$ cat config.mk
export PLATFORM = sky130hd
export DESIGN_NAME = ieee1355_rx
export DESIGN_NICKNAME = d
export VERILOG_FILES = /design/src/rtl/ieee1355_rx.sv
export SDC_FILE = /design/constraint.sdc
export NUM_CORES = 1
export LEC_CHECK = 0
export CORE_UTILIZATION = 30
export CTS_BUF_LIST = sky130_fd_sc_hd__clkbuf_4 sky130_fd_sc_hd__clkbuf_8
export DETAILED_ROUTE_END_ITERATION = 10
export SYNTH_ARGS = -nofsm -noshare
export SYNTH_HDL_FRONTEND = slang
export SYNTH_SLANG_ARGS = --single-unit
$ cat constraint.sdc
create_clock -name clk -period 1.45 [get_ports clk]
set_input_delay 0.29 -clock clk [delete_from_list [all_inputs] [get_ports clk]]
set_output_delay 0.29 -clock clk [all_outputs]
set_load 0.02 [all_outputs]
$ cat src/rtl/ieee1355_rx.sv
// ieee1355_rx: DS-link character receiver with NULL alignment, timeout and DS-violation detection.
// Optional build macro IEEE1355_RX_NULL_PASS_EN forwards received NULLs with rx_is_null set.
module ieee1355_rx #(
    parameter int G_TIMEOUT_CYCLES = 64
) (
    input  logic       clk,
    input  logic       rst,
    input  logic       D_in,
    input  logic       S_in,
    output logic [9:0] rx_data,
    output logic       rx_valid,
    output logic       rx_is_null,
    output logic       link_up,
    output logic       rx_err
);
    localparam logic [9:0] NULL_CHAR = 10'b1111000110;
    localparam logic [9:0] TO_MAX = 10'(G_TIMEOUT_CYCLES);
    localparam logic [9:0] TO_LAST = 10'(G_TIMEOUT_CYCLES - 1);

    typedef enum logic {HUNT, ALIGNED} state_t;

    state_t     state;
    logic       d_s1, d_s2, s_s1, s_s2, d_q, s_q;
    logic [9:0] sr, sr_next, to_cnt;
    logic [3:0] bit_cnt;
    logic       done, bit_ev, ds_viol, to_hit;

    // Event decode: parity change is a bit, both lines toggling together is illegal
    always_comb begin
        bit_ev  = (d_s2 ^ s_s2) != (d_q ^ s_q);
        ds_viol = (d_s2 != d_q) && (s_s2 != s_q);
        sr_next = {d_s2, sr[9:1]};
        to_hit  = !bit_ev && to_cnt == TO_LAST;
    end

    // Two-flop synchronisers plus one-cycle history for edge detection
    always_ff @(posedge clk) begin
        if (rst) begin
            {d_s1, d_s2, s_s1, s_s2, d_q, s_q} <= '0;
        end else begin
            d_s1 <= D_in;
            d_s2 <= d_s1;
            s_s1 <= S_in;
            s_s2 <= s_s1;
            d_q  <= d_s2;
            s_q  <= s_s2;
        end
    end

    // Alignment FSM, character assembly, timeout and registered outputs
    always_ff @(posedge clk) begin
        if (rst) begin
            state      <= HUNT;
            sr         <= '0;
            bit_cnt    <= '0;
            to_cnt     <= '0;
            done       <= 1'b0;
            rx_data    <= '0;
            rx_valid   <= 1'b0;
            rx_is_null <= 1'b0;
            link_up    <= 1'b0;
            rx_err     <= 1'b0;
        end else begin
            rx_valid   <= 1'b0;
            rx_is_null <= 1'b0;
            rx_err     <= 1'b0;
            done       <= 1'b0;
            to_cnt     <= bit_ev ? '0 : (to_cnt == TO_MAX ? to_cnt : to_cnt + 10'd1);
            if (done) begin
`ifdef IEEE1355_RX_NULL_PASS_EN
                rx_data    <= sr;
                rx_valid   <= 1'b1;
                rx_is_null <= sr == NULL_CHAR;
`else
                if (sr != NULL_CHAR) begin
                    rx_data  <= sr;
                    rx_valid <= 1'b1;
                end
`endif
            end
            if (ds_viol) begin
                state   <= HUNT;
                link_up <= 1'b0;
                rx_err  <= 1'b1;
            end else if (bit_ev) begin
                sr <= sr_next;
                if (state == HUNT) begin
                    if (sr_next == NULL_CHAR) begin
                        state   <= ALIGNED;
                        link_up <= 1'b1;
                        bit_cnt <= '0;
                    end
                end else if (bit_cnt == 4'd9) begin
                    bit_cnt <= '0;
                    done    <= 1'b1;
                end else begin
                    bit_cnt <= bit_cnt + 4'd1;
                end
            end else if (to_hit && state == ALIGNED) begin
                state   <= HUNT;
                link_up <= 1'b0;
                rx_err  <= 1'b1;
            end
        end
    end
endmodule
==> impl_metrics.ini <==
[timing]
hold_violations = 0
setup_violations = 0
timing.fmax_ghz = 0.6969
slew_viol_final = 0
worst_slack_ps = 14.97
min_period_ps = 1435
hold_slack_ps = 444.0
post-route-period-util_pct = 98.97
rsz0062_at_grt = yes
skew_ps = 13.50

[status]
outcome = finished clean

[logic_synthesis]
synth_xor_area_share_pct = 6.535
synth_flop_cell = dfxtp_1
ys_top_cells_by_area = dfxtp_1, nand2_1, nor2_1, a21oi_1, mux2i_1
synth_adder_area_share_pct = 2.723
syn_inst = 199
synth-edff-count = 0
muxShareOfSynthArea_pct = 4.357
ys_seq_area_share_pct = 49.01
yosysTopAreaCellShare_pct = 49.01
synth.distinct_cells = 38
synth_top_family_by_area = simple AND/OR/NAND/NOR gates
synth_top_area_cell = dfxtp_1
syn_area_sq_um = 1838
yosysWarningCount = 0
yosys.area_share.simple_pct = 24.64
synth_nets = 207
async_reset_ff_share_pct = 0
ys_ff_latch = 45
synth-compound-area-share_pct = 9.190
synth.avg_cell_area_sq_um = 9.236

[critical_path]
cpPeakStageDelay_ps = 370
crit_path_start_kind = register
arrival_ps = 1630
crit_path_max_fanout = 8
rr_startpoint = sr[1]$_SDFFE_PP0P_
end_kind = register
slowest_stage = dfxtp_4
critPathKind = register to register
crit_required_ps = 1650
crit_path_start = sr[1]$_SDFFE_PP0P_
path_cells = nor4bb_4 > a41o_1 > buf_12 > mux2i_1 > nor2_1

[clock_tree]
cts_buffers = 5
path_clk_slew_ps = 90
cts-root-buf = clkbuf_8
numClockSinks = 45
clkLatencyLatePin_ps = 310
ctsLongestPathBuffers = 2
htreeDepth = 2
cts_tree = built

[global_route]
grt_antenna_before_repair = 0
grt_max_degree = 16
first_global_vias = 1400
grt_use_total_pct = 12.95
grt_pass1_wl_um = 6279
grt_overflow = 0

[layout]
areaGrowthSynthToFinish_pct = 39.35
final_common_cell = dfxtp_1
fin_area_sq_um = 2561
drive_gt1_share_pct = 23.87
nets = 250
antennaDiodeCount = 0
layout_common_cells = dfxtp_1, nand2_1, nor2_1

[drt]
dr.first_iter.drc_count = 80
vias = 1510
final_antenna_net_count = 0
wire_per_inst_um = 12.86
routed_wirelength_um = 4090
dr.pass1.iters = 4
viasPerCell = 4.748
drc = 0

[floorplanning]
num_rows = 28
boundaryPins = 18
core_sq_um = 5921
dieHeight_um = 80.28
design.die.area_sq_um = 6444
floorplan.initialDensity_pct = 31.04
die-width_um = 80.28

[power_and_ir_drop]
p_per_area_nw_per_um2 = 981.0
power.leakage_nw = 1.071
ir_worst_vdd_mv = 0.3939

[placed_design]
dp_hpwl_um = 2686
place_area_sq_um = 2261
gp_congestion = 0.7590
pre_cts_slack_ps = -14.08
port_buffers = 16

[min_path]
worstHoldStart = s_s1$_SDFF_PP0_
min_path_type = register to register

[flow_run]
maxCapViolCount = 0
cell type report:
| class | count | area (sq um) |
|---|---|---|
| clock buffer | 6 | 76.32 |
| sequential | 45 | 917.1 |
| multi-input combinational | 142 | 977.2 |
| timing repair buffer | 44 | 442.9 |
| fill | 570 | 3359 |
| inverter | 4 | 15.01 |
| clock inverter | 2 | 38.79 |
| tap | 75 | 93.84 |
what timing repair did:
| action | in CTS | in global routing |
|---|---|---|
| buffers inserted | 0 | 4 |
| resized for setup | 15 | 26 |
| pin swaps | 0 | 10 |
| hold buffers | 0 | 0 |
| endpoints found under the setup margin | 14 | 22 |
| cloned | 0 | 2 |
where the power goes:
part           switching, mW  internal, mW  leakage [nW]
Clock                  0.452         0.537        0.0588
Sequential            0.0236          1.25         0.369
Combinational          0.116         0.132         0.643
cell usage after synthesis, types with 2 or more instances:
| master | instances |
|---|---|
| nand3b_1 | 3 |
| clkbuf_1 | 3 |
| dfxtp_1 | 45 |
| o22ai_1 | 2 |
| xnor2_2 | 2 |
| a21oi_1 | 16 |
| and4bb_2 | 2 |
| and3_1 | 2 |
| buf_4 | 4 |
| nor2_1 | 22 |
| nand4_1 | 2 |
| mux2i_1 | 8 |
| nand2_1 | 30 |
| xnor2_1 | 6 |
| nor2b_1 | 10 |
| nor4bb_1 | 2 |
| nor3_1 | 3 |
| inv_1 | 4 |
| ha_1 | 4 |
| nand3_1 | 4 |
| nand2b_1 | 5 |
| xor2_1 | 4 |
state kept, by name, summed over array words and instances (netlist names), 4 cells and up:
signal,cells
bit_cnt,4
rx_data,10
to_cnt,10
sr,10
routing by layer:
layer	track usage [%]	share of wire (%)
met4	6.429	3.1
met2	20.51	45
met1	15.95	48
met3	3.750	4.1
met5	0	0
worst paths after layout:
check | end | slack, ps | depth (start not counted)
hold reg to reg | s_s2$_SDFF_PP0_ | 440 | 1
hold / removal | s_s2$_SDFF_PP0_ | 440 | 1
setup reg to reg | rx_data[7]$_SDFFE_PP0P_ | 10 | 5
setup / recovery | rx_data[7]$_SDFFE_PP0P_ | 10 | 5
per-stage QoR:
stage | setup TNS (ps) | util (%) | power, mW | std cells
6_report | 0 | 43.26 | 2.513 | 318
5_1_grt | -577.8 | 43.26 | 2.618 | 318
4_1_cts | 0 | 40.11 | 2.479 | 312
3_5_place_dp | -27.81 | 38.19 | 1.487 | 304
3_3_place_gp | 0 | 38.19 | 1.485 | 304
2_1_floorplan | 0 | - | 1.402 | 199
kinds of logic (layout without fill, tap and decap cells):
family                     count (synthesis)  after routing
muxes                                      8              8
AOI/OAI and AO/OA                         27             27
buffers and inverters                     12             56
adders and majority gates                  4              4
other                                      1              1
xor gates and xnor gates                  12             12
and+or+nand+nor                           90             90
DFF                                       45             45
critical path: cells and delay by family, from the launching register on:
family          cells  cell delay, ps
buf+inv             1             150
simple gates        2             330
flops               1             370
compound gates      1             290
mux                 1             170
Power figures use the tool's default switching activity.
